`src/rtl/div_ctrl.sv`:
```
// Sequencing controller between the EX stage and the iterative divider.
// Build option DIV_ZERO_FAST_EN: zero divisors are answered without launching the divider.
module div_ctrl #(
  parameter int WIDTH    = 32,
  parameter int WAIT_MAX = 40
) (
  input  logic             clk,
  input  logic             rst,
  input  logic             req_valid,
  input  logic             req_signed,
  input  logic [WIDTH-1:0] op_a,
  input  logic [WIDTH-1:0] op_b,
  input  logic             flush,
  output logic             stall,
  output logic             req_ack,
  output logic             hilo_we,
  output logic [WIDTH-1:0] hi,
  output logic [WIDTH-1:0] lo,
  output logic             err,
  output logic             div_rst,
  output logic             div_en,
  output logic             div_signed,
  output logic [WIDTH-1:0] div_a,
  output logic [WIDTH-1:0] div_b,
  input  logic             div_busy,
  input  logic             div_done,
  input  logic [WIDTH-1:0] div_q,
  input  logic [WIDTH-1:0] div_r
);

  // state  | meaning
  // IDLE   | waiting for a divide request
  // LAUNCH | operands latched, div_en pulsed
  // WAIT   | divider running, result wanted
  // DRAIN  | request killed, discard the in-flight result
  // DONE   | write HI/LO and retire the request
  typedef enum logic [2:0] {S_IDLE, S_LAUNCH, S_WAIT, S_DRAIN, S_DONE} state_t;

  localparam int CW = $clog2(WAIT_MAX + 1);

  state_t        state, state_nxt;
  logic [CW-1:0] wdog_cnt;
  logic          wdog_hit;
  logic          start;
  logic          zero_div;
  logic          zero_fast;
  logic          cap;

`ifdef DIV_ZERO_FAST_EN
  assign zero_div = (op_b == '0);
`else
  assign zero_div = 1'b0;
`endif

  assign wdog_hit = (wdog_cnt == CW'(WAIT_MAX - 1));
  assign stall    = req_valid & ~req_ack;
  assign div_rst  = ~rst;

  always_ff @(posedge clk) begin
    if (!rst) state <= S_IDLE;
    else      state <= state_nxt;
  end

  always_comb begin
    state_nxt = state;
    req_ack   = 1'b0;
    hilo_we   = 1'b0;
    err       = 1'b0;
    div_en    = 1'b0;
    start     = 1'b0;
    zero_fast = 1'b0;
    cap       = 1'b0;
    case (state)
      S_IDLE: begin
        if (req_valid && !flush) begin
          if (zero_div) begin
            zero_fast = 1'b1;
            state_nxt = S_DONE;
          end else if (!div_busy && !div_done) begin
            start     = 1'b1;
            state_nxt = S_LAUNCH;
          end
        end
      end
      S_LAUNCH: begin
        div_en    = ~div_busy & ~div_done;
        state_nxt = flush ? S_DRAIN : S_WAIT;
      end
      S_WAIT: begin
        // A valid result beats the watchdog; a flush with the result drops it.
        if (div_done) begin
          if (flush) begin
            state_nxt = S_IDLE;
          end else begin
            cap       = 1'b1;
            state_nxt = S_DONE;
          end
        end else if (wdog_hit) begin
          err       = 1'b1;
          req_ack   = ~flush;
          state_nxt = S_IDLE;
        end else if (flush) begin
          state_nxt = S_DRAIN;
        end
      end
      S_DRAIN: begin
        if (div_done) begin
          state_nxt = S_IDLE;
        end else if (wdog_hit) begin
          err       = 1'b1;
          state_nxt = S_IDLE;
        end
      end
      S_DONE: begin
        hilo_we   = ~flush;
        req_ack   = ~flush;
        state_nxt = S_IDLE;
      end
      default: state_nxt = S_IDLE;
    endcase
  end

  always_ff @(posedge clk) begin
    if (!rst) begin
      wdog_cnt <= '0;
    end else if (state == S_LAUNCH) begin
      wdog_cnt <= '0;
    end else if ((state == S_WAIT || state == S_DRAIN) && !wdog_hit) begin
      wdog_cnt <= wdog_cnt + 1'b1;
    end
  end

  always_ff @(posedge clk) begin
    if (!rst) begin
      hi         <= '0;
      lo         <= '0;
      div_a      <= '0;
      div_b      <= '0;
      div_signed <= 1'b0;
    end else begin
      if (start) begin
        div_a      <= op_a;
        div_b      <= op_b;
        div_signed <= req_signed;
      end
      if (zero_fast) begin
        hi <= op_a;
        lo <= '1;
      end
      if (cap) begin
        hi <= div_r;
        lo <= div_q;
      end
    end
  end

endmodule

```
`config.mk`:
```
export PLATFORM = sky130hd
export DESIGN_NAME = div_ctrl
export DESIGN_NICKNAME = d
export VERILOG_FILES = /design/src/rtl/div_ctrl.sv
export SDC_FILE = /design/constraint.sdc
export NUM_CORES = 1
export LEC_CHECK = 0
export CAP_MARGIN = 40
export CORE_MARGIN = 2
export CORE_UTILIZATION = 35
export CTS_CLUSTER_DIAMETER = 50
export DETAILED_ROUTE_END_ITERATION = 16
export MAX_ROUTING_LAYER = met4
export PLACE_DENSITY = 0.73
export SLEW_MARGIN = 20
export SYNTH_ARGS = -nofsm -noshare
export SYNTH_HDL_FRONTEND = slang
export SYNTH_SLANG_ARGS = --single-unit
```
`constraint.sdc`:
```
create_clock -name clk -period 1.6 [get_ports clk]
set_input_delay 0.32 -clock clk [delete_from_list [all_inputs] [get_ports clk]]
set_output_delay 0.32 -clock clk [all_outputs]
set_load 0.1 [all_outputs]
```
* Word-level counts from Yosys, hierarchy flattened
Index checks and enable logic that the tools add are counted.
** Word-level totals
- Bits in registers :: 138
- Logic and storage cells :: 62
** Cells by class
- Mux-type cells :: 26
- Equal/unequal tests :: 9
- Reductions and logical operators :: 12
- Bitwise operators :: 7
- $add $sub $neg :: 1
** Operators with widths (count)
- $mux 32 :: 2
- $mux 3 :: 8
- $mux 1 :: 14
- $pmux 3 s4 :: 1
- $add 6x1->6 const B :: 1
- $eq 3x2->1 const B :: 2
- $eq 6x6->1 const B :: 1
- $not 1->1 :: 5
- $logic_not 1->1 :: 4
- $ne 2x2->1 const B :: 2
- $ne 4x4->1 const B :: 1
- $reduce_and 4->1 :: 1
- $reduce_or 2->1 :: 2
- $eq 3x1->1 const B :: 1
- $eq 3x3->1 const B :: 1
- $logic_and 1x1->1 :: 3
- $logic_not 3->1 :: 1
- $ne 3x3->1 const B :: 1
- $and 1x1->1 :: 2
- $pmux 1 s2 :: 1
- $logic_or 1x1->1 :: 1

* Longest topological paths before layout
Gate-level depths: netlist (run 1).
- Word-level depth :: 6
- Mapped depth :: 7

* Worst setup path before layout (run 1)
No wires, ideal clock.
- Path type :: register -> output
- Start :: register wdog_cnt[0]
- End :: output stall
- Path slack :: -3.189 ns
- Stages on the path, launching flop included :: 6
- Path buffers :: 0
- Arrival time :: 4.469 ns
- Cells stage by stage :: dfxtp_1 ha_1 and4bb_2 nand3_1 a21boi_0 nor2b_1
** On the way
- Word-level cells in the longest chain between the ends :: 6
** Ends and longest elaborated chain
- from (decl) :: line 42 : logic [CW-1:0] wdog_cnt;
- from (signal assigned) :: line 129 : wdog_cnt <= wdog_cnt + 1'b1;
- $eq 6x6->1 :: line 55 : assign wdog_hit = (wdog_cnt == CW'(WAIT_MAX - 1));
- $mux 1 :: line 98 : end else if (wdog_hit) begin
- $mux 1 :: line 91 : if (div_done) begin
- $pmux 1 s2 :: line 73 : case (state)
- via req_ack :: line 15 : output logic req_ack,
- $not 1->1 :: line 56 : assign stall = req_valid & ~req_ack;
- $and 1x1->1 :: line 56
- to (decl) :: line 14 : output logic stall,
The timed path passes the listed nets, and every way through them passes these cells.

* Worst setup path in the final report (run 1)
- Start :: register wdog_cnt[1]
- End :: output stall
** On the way
- Word-level cells in the longest chain between the ends :: 6
** Ends and longest elaborated chain (line)
- $eq 6x6->1 :: 55
- $mux 1 :: 98
- $mux 1 :: 91
- $pmux 1 s2 :: 73
- $not 1->1 :: 56
- $and 1x1->1 :: 56
No other way between the ends.

==> results of run 1 <==
[flip-flops by register name (all words and copies together) (netlist names)]
register,count
div_a,32
hi,32
div_signed,1
state,3
wdog_cnt,6
lo,32
div_b,32
[worst max path at each step]
stage | startpoint | endpoint | slack (ns) | cells past startpoint
4_1_cts | wdog_cnt[0] | stall | -0.51 | 6
2_1_floorplan | wdog_cnt[1] | stall | -0.48 | 5
3_3_place_gp | div_done | stall | -0.37 | 6
3_5_place_dp | div_done | stall | -0.39 | 6
5_1_grt | wdog_cnt[1] | stall | -0.52 | 6
6_report | wdog_cnt[1] | stall | -0.47 | 6
[critical path, delay by kind of cell (launching register included)]
kind / cells / cell delay [ns]
compound gates: 1 / 0.23
fa+ha+maj: 1 / 0.13
buf+inv: 1 / 0.16
flops: 1 / 0.35
simple gates: 3 / 0.46
[power by group through the flow]
| stage | clock network (uW) | registers, uW | logic (uW) |
|---|---|---|---|
| 4_1_cts | 4160 | 3570 | 1390 |
| 5_1_grt | 4310 | 3570 | 1470 |
| 3_3_place_gp | 0 | 3640 | 1360 |
| 3_5_place_dp | 0 | 3640 | 1370 |
| 6_report | 4050 | 3570 | 1410 |
| 2_1_floorplan | 0 | 4020 | 261 |
[timing repair]
item                                    CTS  global route
cloned                                    0             3
buffers inserted                          5             0
endpoints found under the setup margin    5            50
pin swaps                                 5             4
gates resized for setup                  15             5
[placed cells by master, fill, tap and decap left out, types with 2 or more instances in the layout]
| cell | synthesis | routed |
|---|---|---|
| a21oi_1 | 132 | 130 |
| a21oi_2 | 0 | 2 |
| buf_12 | 0 | 143 |
| buf_4 | 1 | 27 |
| buf_6 | 12 | 2 |
| bufinv_16 | 0 | 3 |
| clkbuf_1 | 16 | 2 |
| clkbuf_16 | 0 | 20 |
| clkbuf_8 | 0 | 5 |
| clkdlybuf4s50_1 | 0 | 133 |
| clkinv_2 | 0 | 3 |
| dfxtp_1 | 138 | 133 |
| dfxtp_2 | 0 | 4 |
| inv_4 | 0 | 2 |
| nand2_1 | 265 | 263 |
| nand4_1 | 2 | 2 |
| nor2_1 | 7 | 6 |
| nor3_1 | 4 | 2 |
| nor3_4 | 0 | 2 |
| xor2_1 | 2 | 2 |
[cells by family (layout without fill, tap and decap cells)]
kind of cell             after synthesis  in the layout  share of synthesized area, %
buffers and inverters                 46            343                          5.91
AO/OA/AOI/OAI                        137            137                          14.0
adder cells (fa/ha/maj)                1              1                         0.252
flip-flops                           138            138                          55.5
AND/OR/NAND/NOR                      292            292                          23.5
XOR/XNOR                               3              3                         0.528
multiplexers                           1              1                         0.201
[layout make-up]
class	count	area [sq um]	share of cell area (%)
Inverter	3	16.3	0.160
Clock buffer	24	502	4.93
Clock inverter	7	113	1.11
Timing Repair Buffer	309	4500	44.3
Multi-Input combinational cell	434	2040	20.1
Tap cell	180	225	2.21
Sequential cell	138	2770	27.2
[metrics by stage]
stage	util (%)	setup TNS, ns	hold WS [ns]	cells
after global placement	67.6	-31.86	0.479	1056
after floorplan	-	-0.872	0.456	618
final	73.3	-1.59	0.456	1095
after global routing	73.3	-1.93	0.450	1095
after CTS	72.6	-1.75	0.436	1092
after detailed placement	67.6	-33.83	0.484	1056
[layer usage]
layer / part of all wire, % / routed length (um)
met5: 0 / 0
met4: 1.1 / 184
met3: 9.3 / 1520
met2: 51 / 8320
met1: 39 / 6360
==> flow_metrics.env, run 1 <==
export IMPL_status="complete, but fails checks"
export IMPL_violations="setup timing"
export IMPL_cts_buffers=17
export IMPL_ys_seq_area_share_pct=55.5
export IMPL_grt_overflow=0
export IMPL_gr_usage_met1_pct=23.7
export IMPL_drc_errors=0
export IMPL_die_h_um=123
export IMPL_cp_cell_sequence="ha_4 -> and4bb_2 -> nand3_4 -> a21boi_4 -> nor2b_4 -> buf_12"
export IMPL_yosysUniqueCellTypes=32
export IMPL_rrSetupSlack_ns=-0.03
export IMPL_yosysWarnings=0
export IMPL_slew_viol_final=0
export IMPL_fin_ws_ns=-0.471
export IMPL_nFillCells=946
export IMPL_yosysMostFrequentCell="nand2_1"
export IMPL_p_total_uw=9030
export IMPL_drt_iter0_markers=272
export IMPL_drive_above_1_share_pct=25.5
export IMPL_worst_setup_path_end_kind="primary output"
export IMPL_fp_row_count=43
export IMPL_hold_path_depth=3
export IMPL_p_sw_uw=2220
export IMPL_p_comb_share_pct=15.6
export IMPL_setup_viol_count_final=6
export IMPL_synth_flop_cell="dfxtp_1"
export IMPL_grt_use_total_pct=21.3
export IMPL_sw_frac_of_total_pct=24.6
export IMPL_dr_pass1_iters=4
export IMPL_wl_per_cell_um=15.0
export IMPL_crit_arrival_ns=1.75
export IMPL_fmax_mhz=483
export IMPL_clkTransAtPathRegs_ns=0.06
export IMPL_reg2reg_to="wdog_cnt[3]"
export IMPL_syn_nets=754
export IMPL_intPower_uw=6810
export IMPL_clock_latency_ns=0.40
export IMPL_nNetsFinal=1039
export IMPL_ant_nets=0
export IMPL_syn_to_final_growth_pct=105
export IMPL_cap_violations=0
export IMPL_rr_worst_depth=6
export IMPL_die_area_sq_mm=0.0152
export IMPL_grt_pass1_vias=5007
export IMPL_power_frac_seq_pct=39.5
export IMPL_hold_class="primary input to flip-flop"
export IMPL_netlist_instances=618
export IMPL_relSlewSlack_pct=81.2
export IMPL_cp_start_kind="flip-flop"
export IMPL_grt_pass1_wl_mm=24.6
export IMPL_critPathSlowestCell="dfxtp_2"
export IMPL_io_buffers=269
export IMPL_use_met3_pct=7.56
export IMPL_reg2reg_from="wdog_cnt[1]"
export IMPL_p_clk_share_pct=44.9
export IMPL_drt_vias_per_instance=4.73
export IMPL_syn_area_per_cell_sq_um=8.05
export IMPL_gp_congestion=0.832
export IMPL_fin_area_sq_mm=0.0102
export IMPL_busiest_layer="met2"
export IMPL_cts_buffer_depth=2
export IMPL_drt_total_wl_mm=16.4
export IMPL_pre_cts_ws_ns=-0.386
export IMPL_synth_seq_cells=138
export IMPL_antenna_cells=0
export IMPL_rsz0062_at_grt="true"
export IMPL_holdCritStartpoint="op_a[31]"
export IMPL_yosysTopAreaCellShare_pct=55.5
export IMPL_cts_sinks=138
export IMPL_synthArstFlopShare_pct=0
export IMPL_finalCritPeriodShare_pct=129
export IMPL_period_minus_slack_ns=2.07
export IMPL_syn_cell_area_sq_mm=0.00497
export IMPL_path_class="flip-flop to primary output"
export IMPL_worstPathMaxFanout=2
export IMPL_p_per_area_mw_per_mm2=888
export IMPL_htree_levels=4
export IMPL_finalHoldViolCount=0
export IMPL_cp_slowest_stage_delay_ns=0.35
export IMPL_clock_skew_ns=0.00583
export IMPL_place_area_sq_mm=0.00938
export IMPL_ys_top_cells_by_count="nand2_1, dfxtp_1, a21oi_1"
export IMPL_antenna_found_initial=0
export IMPL_synth_enable_flop_cells=0
export IMPL_tightest_slew_ns=0.282
export IMPL_tritoncts="done"
export IMPL_die_x_um=123
export IMPL_synth_area_leaders="dfxtp_1, nand2_1, a21oi_1"
export IMPL_cts_root_buffer="clkbuf_16"
export IMPL_synth_top_area_cell="dfxtp_1"
export IMPL_required_ns=1.28
export IMPL_max_vdd_ir_drop_uv=585
export IMPL_hold_buffers=0
export IMPL_grtUsageMet2_pct=35.6
export IMPL_hold_path_endpoint="div_a[31]"
export IMPL_io_pins=270
export IMPL_leakage_uw=0.00373
export IMPL_dpl_hpwl_mm=11.4
export IMPL_initial_core_util_pct=35.8
export IMPL_num_vias=5180
export IMPL_coreArea_sq_mm=0.0139
export IMPL_grt_max_degree=66
Power figures use the tool's default switching activity.
==> run 2, diff against run 1 <==
- ABC_AREA: not set -> 1
- CORE_ASPECT_RATIO: not set -> 0.6
==> run 2 against run 1 <==
Compared with the run above:
- the flow still finishes with violations (setup timing)
- clock-buffer cell count shrank 3
- synthesized cell count rose by 5.8%
- first-iteration DRC count down 10%
- maximum frequency rose by 10%
- sequential share of layout area increased by 0.20 points
- design area shrank 0.57%
- highest routed layer unchanged
==> flow_metrics.env, run 2 <==
export IMPL_drt_total_wl_mm=17.2
export IMPL_leakage_uw=0.00416
export IMPL_grt_pass1_vias=5333
export IMPL_required_ns=1.28
export IMPL_grt_use_total_pct=22.8
export IMPL_initial_core_util_pct=36.3
export IMPL_synth_seq_cells=138
export IMPL_yosysUniqueCellTypes=23
export IMPL_fin_area_sq_mm=0.0101
export IMPL_crit_arrival_ns=1.56
export IMPL_reg2reg_to="hi[29]"
export IMPL_synth_area_leaders="dfxtp_1, nor2_1, o21ai_0"
export IMPL_drive_above_1_share_pct=24.2
export IMPL_die_x_um=159
export IMPL_fin_ws_ns=-0.282
export IMPL_cts_sinks=138
export IMPL_ant_nets=0
export IMPL_violations="setup timing"
export IMPL_path_class="flip-flop to primary output"
export IMPL_finalCritPeriodShare_pct=118
export IMPL_fp_row_count=33
export IMPL_synth_flop_cell="dfxtp_1"
export IMPL_drt_iter0_markers=244
export IMPL_grt_overflow=0
export IMPL_finalHoldViolCount=0
export IMPL_gp_congestion=0.827
export IMPL_cts_buffers=17
export IMPL_clkTransAtPathRegs_ns=0.06
export IMPL_period_minus_slack_ns=1.88
export IMPL_io_pins=270
export IMPL_place_area_sq_mm=0.00939
export IMPL_reg2reg_from="state[2]"
export IMPL_syn_to_final_growth_pct=101
export IMPL_worstPathMaxFanout=2
export IMPL_ys_seq_area_share_pct=54.8
export IMPL_clock_latency_ns=0.40
export IMPL_rsz0062_at_grt="true"
export IMPL_yosysMostFrequentCell="nor2_1"
export IMPL_place_inst=1097
export IMPL_cpMostUsedCell="nor2_4"
export IMPL_cap_violations=0
export IMPL_die_area_sq_mm=0.0154
export IMPL_dpl_hpwl_mm=12.5
export IMPL_yosysTopAreaCellShare_pct=54.8
export IMPL_grt_pass1_wl_mm=27.6
export IMPL_synthArstFlopShare_pct=0
export IMPL_tightest_slew_ns=0.251
export IMPL_cp_startpoint="wdog_cnt[0]"
export IMPL_status="complete, but fails checks"
export IMPL_final_common_cell="nor2_1"
export IMPL_rrSetupSlack_ns=0.04
export IMPL_wl_per_cell_um=15.1
export IMPL_syn_nets=790
export IMPL_layout_cells_non_filler=1138
export IMPL_syn_area_per_cell_sq_um=7.71
export IMPL_synth_top_area_cell="dfxtp_1"
export IMPL_die_h_um=97.0
export IMPL_coreArea_sq_mm=0.0139
export IMPL_layout_common_cells="nor2_1, buf_12, dfxtp_1, clkdlybuf4s50_1, o21ai_0"
export IMPL_io_buffers=269
export IMPL_slew_viol_final=0
export IMPL_setup_viol_count_final=5
export IMPL_htree_levels=4
export IMPL_critPathSlowestCell="dfxtp_4"
export IMPL_pre_cts_ws_ns=-0.271
export IMPL_tritoncts="done"
export IMPL_cp_slowest_stage_delay_ns=0.35
export IMPL_yosysWarnings=0
export IMPL_ys_top_cells_by_count="nor2_1, dfxtp_1, o21ai_0"
export IMPL_fin_setup_tns_ns=-0.975
export IMPL_drc_errors=0
export IMPL_clock_skew_ns=0.0113
export IMPL_cp_endpoint="stall"
export IMPL_drt_vias_per_instance=4.56
export IMPL_worst_setup_path_end_kind="primary output"
export IMPL_syn_cell_area_sq_mm=0.00504
export IMPL_max_vdd_ir_drop_uv=753
export IMPL_p_per_area_mw_per_mm2=1120
export IMPL_cts_root_buffer="clkbuf_16"
export IMPL_netlist_instances=654
export IMPL_num_vias=5189
export IMPL_rr_worst_depth=8
export IMPL_relSlewSlack_pct=83.3
export IMPL_antenna_found_initial=0
export IMPL_nNetsFinal=1069
export IMPL_cts_buffer_depth=2
export IMPL_grt_max_degree=66
export IMPL_cp_cell_sequence="ha_4 -> inv_2 -> nor2_2 -> nand2_2 -> nor2_4 -> nand2_4 -> nand2_8 -> nor2_4 -> buf_12"
export IMPL_synth_enable_flop_cells=0
export IMPL_dr_pass1_iters=4
export IMPL_fmax_mhz=531
export IMPL_hold_class="primary input to flip-flop"
export IMPL_cp_start_kind="flip-flop"
export IMPL_antenna_cells=0
run 2: where the power goes:
| group | total (uW) | internal (uW) | switching (uW) |
|---|---|---|---|
| Sequential | 3940 | 3680 | 256 |
| Clock | 3830 | 2330 | 1510 |
| Combinational | 3600 | 1370 | 2230 |
run 2: how the worst min path moves through the flow:
stage	cells after the start	start	slack (ns)	to
global placement	2	wdog_cnt[1]	0.48	wdog_cnt[1]
finish	3	rst	0.29	hi[18]
detailed placement	2	wdog_cnt[1]	0.49	wdog_cnt[1]
global route	3	rst	0.30	hi[21]
CTS	3	rst	0.27	hi[18]
floorplan	2	op_a[31]	0.45	div_a[31]
run 2: per-stage QoR:
| step | util [%] | hold slack [ns] | total power (uW) |
|---|---|---|---|
| after floorplan | - | 0.455 | 6020 |
| after global placement | 67.7 | 0.484 | 7500 |
| after detailed placement | 67.7 | 0.490 | 7540 |
| after CTS | 72.3 | 0.270 | 11400 |
| after global routing | 72.9 | 0.301 | 11800 |
| final | 72.9 | 0.286 | 11400 |
run 2: routing by layer:
layer	track usage [%]	wire length, um	vias to the layer above
met1	27.9	7670	2378
li1	-	-	2637
met3	7.63	1250	16
met5	-	0	-
met4	5.24	180	0
met2	36.6	8130	158
run 2: repair_timing:
item | in CTS | in global routing
pin swaps | 7 | 2
resized for setup | 4 | 9
endpoints found under the setup margin | 5 | 52
hold buffers | 0 | 0
setup buffers | 4 | 4
cloned | 0 | 1
run 2: area by class of cell:
cell class	instances	area, sq um
timing repair buffer	301	4390
fill	1030	3760
sequential	138	2780
multi-input combinational	458	2060
clock buffer	21	480
tap	192	240
clock inverter	11	109
inverter	17	63.8
run 2: kinds of logic (layout without fill, tap and decap cells):
group / after synthesis / in the layout / synth area share [%]
AND/OR/NAND/NOR: 319 / 319 / 24.5
flip-flops: 138 / 138 / 54.8
AO/OA/AOI/OAI: 135 / 135 / 13.4
buffers and inverters: 58 / 350 / 6.48
XOR/XNOR: 3 / 3 / 0.521
adder cells (fa/ha/maj): 1 / 1 / 0.248
run 2: critical path, delay by kind of cell (launching register included):
family	cells	cell delay, ns
simple gates	6	0.49
fa+ha+maj	1	0.13
flops	1	0.35
buf+inv	2	0.19
==> run 3, diff against run 2 <==
- PLACE_DENSITY: 0.73 -> 0.77
==> run 3 against run 2 <==
Compared with the run above:
- the flow still finishes with violations (setup timing)
- final cell count rose by 0.18%
- clock-buffer cell count fell by 2
- total power rose by 2.3%
- largest cell class unchanged
- highest routed layer unchanged
==> flow_metrics.env, run 3 (synthesis gave the netlist of run 2 again) <==
export IMPL_drive_above_1_share_pct=24.2
export IMPL_cts_root_buffer="clkbuf_16"
export IMPL_clkTransAtPathRegs_ns=0.06
export IMPL_fin_setup_tns_ns=-0.821
export IMPL_slew_viol_final=0
export IMPL_hold_buffers=0
export IMPL_drt_vias_per_instance=4.68
export IMPL_crit_arrival_ns=1.54
export IMPL_clock_latency_ns=0.41
export IMPL_die_x_um=159
export IMPL_antenna_found_initial=0
export IMPL_period_minus_slack_ns=1.86
export IMPL_io_buffers=269
export IMPL_clock_skew_ns=0.0121
export IMPL_leakage_uw=0.00419
export IMPL_initial_core_util_pct=36.3
export IMPL_worst_setup_path_end_kind="primary output"
export IMPL_grt_pass1_wl_mm=27.7
export IMPL_final_common_cell="nor2_1"
export IMPL_tritoncts="done"
export IMPL_finalCritPeriodShare_pct=116
export IMPL_max_vdd_ir_drop_uv=726
export IMPL_rrSetupSlack_ns=0.06
export IMPL_grt_max_degree=72
export IMPL_fin_ws_ns=-0.257
export IMPL_nNetsFinal=1071
export IMPL_finalHoldViolCount=0
export IMPL_status="complete, but fails checks"
export IMPL_ant_nets=0
export IMPL_required_ns=1.28
export IMPL_grt_overflow=0
export IMPL_rsz0062_at_grt="true"
export IMPL_p_per_area_mw_per_mm2=1140
export IMPL_violations="setup timing"
export IMPL_gp_congestion=0.827
export IMPL_htree_levels=4
export IMPL_relSlewSlack_pct=80.9
export IMPL_syn_to_final_growth_pct=102
export IMPL_cap_violations=0
export IMPL_dpl_hpwl_mm=12.7
export IMPL_drt_total_wl_mm=17.6
export IMPL_tightest_slew_ns=0.287
export IMPL_place_area_sq_mm=0.00941
export IMPL_io_pins=270
export IMPL_coreArea_sq_mm=0.0139
export IMPL_fin_area_sq_mm=0.0102
export IMPL_fp_row_count=33
export IMPL_drt_iter0_markers=278
export IMPL_path_class="flip-flop to primary output"
export IMPL_hold_class="primary input to flip-flop"
export IMPL_die_h_um=97.0
export IMPL_die_area_sq_mm=0.0154
export IMPL_place_inst=1098
export IMPL_cp_start_kind="flip-flop"
export IMPL_cts_buffers=17
export IMPL_num_vias=5336
export IMPL_grt_pass1_vias=5487
export IMPL_drc_errors=0
export IMPL_grt_use_total_pct=23.1
export IMPL_setup_viol_count_final=5
export IMPL_antenna_cells=0
export IMPL_worstPathMaxFanout=2
export IMPL_layout_common_cells="nor2_1, buf_12, dfxtp_1"
export IMPL_layout_cells_non_filler=1140
export IMPL_dr_pass1_iters=4
export IMPL_cts_buffer_depth=2
export IMPL_wl_per_cell_um=15.4
export IMPL_cts_sinks=138
export IMPL_fmax_mhz=539
[run 3: cell types whose count changed in the layout (fill, tap and decap cells not counted), sizes merged]
cell / before / now
buf: 167 / 168
bufinv: 1 / 3
clkbuf: 22 / 21
clkdlybuf4s50: 133 / 131
clkinvlp: 4 / 5
dlygate4sd2: 0 / 1
dlymetal6s2s: 0 / 1
inv: 21 / 20
[run 3: power breakdown]
group | internal [uW] | switching [uW] | leakage [uW]
clock | 2510 | 1550 | 0.000283
combinational | 1390 | 2240 | 0.00279
sequential | 3680 | 256 | 0.00112
[run 3: metal layers]
| metal | vias to the layer above | part of all wire, % | global-route usage [%] |
|---|---|---|---|
| met1 | 2471 | 43 | 27.1 |
| met5 | - | 0 | - |
| met3 | 35 | 7.4 | 8.06 |
| met4 | 0 | 2.3 | 7.76 |
| met2 | 185 | 47 | 37.1 |
| li1 | 2645 | - | - |
[run 3: final cells by class]
cell class / count / area [sq um]
repair buffers: 303 / 4420
flip-flops and latches: 138 / 2770
multi-input cells: 458 / 2060
clock inverters: 13 / 168
clock buffers: 19 / 443
fillers: 1006 / 3700
inverters: 17 / 66.3
well taps: 192 / 240
[run 3: worst paths after layout]
kind	startpoint	endpoint	depth (start not counted)
min reg2reg	wdog_cnt[5]	wdog_cnt[5]	2
max reg2reg	state[2]	div_a[17]	8
max	wdog_cnt[0]	stall	9
min	rst	state[2]	3
[run 3: per-stage QoR]
step           util (%)  total power [uW]  setup slack, ns  hold slack (ns)
3_5_place_dp       67.9              7560           -0.311            0.492
3_3_place_gp       67.9              7510           -0.233            0.484
6_report           73.4             11600           -0.257            0.289
4_1_cts            72.7             11700           -0.281            0.273
2_1_floorplan         -              6020           -0.480            0.455
5_1_grt            73.4             12100           -0.325            0.291
[run 3: critical path: stages (launching register included)]
cell     delay (ns)
dfxtp_4        0.36
ha_4           0.13
inv_2          0.03
nor2_2         0.08
nand2_2        0.08
nor2_4         0.11
nand2_4        0.07
nand2_8        0.07
nor2_4         0.04
buf_12         0.15
[run 3: what timing repair did]
item                                    in CTS  in global routing
endpoints found under the setup margin       5                 30
resized for setup                            5                 19
gates cloned                                 0                  2
pin swaps                                    7                  3
buffers inserted                             7                  1
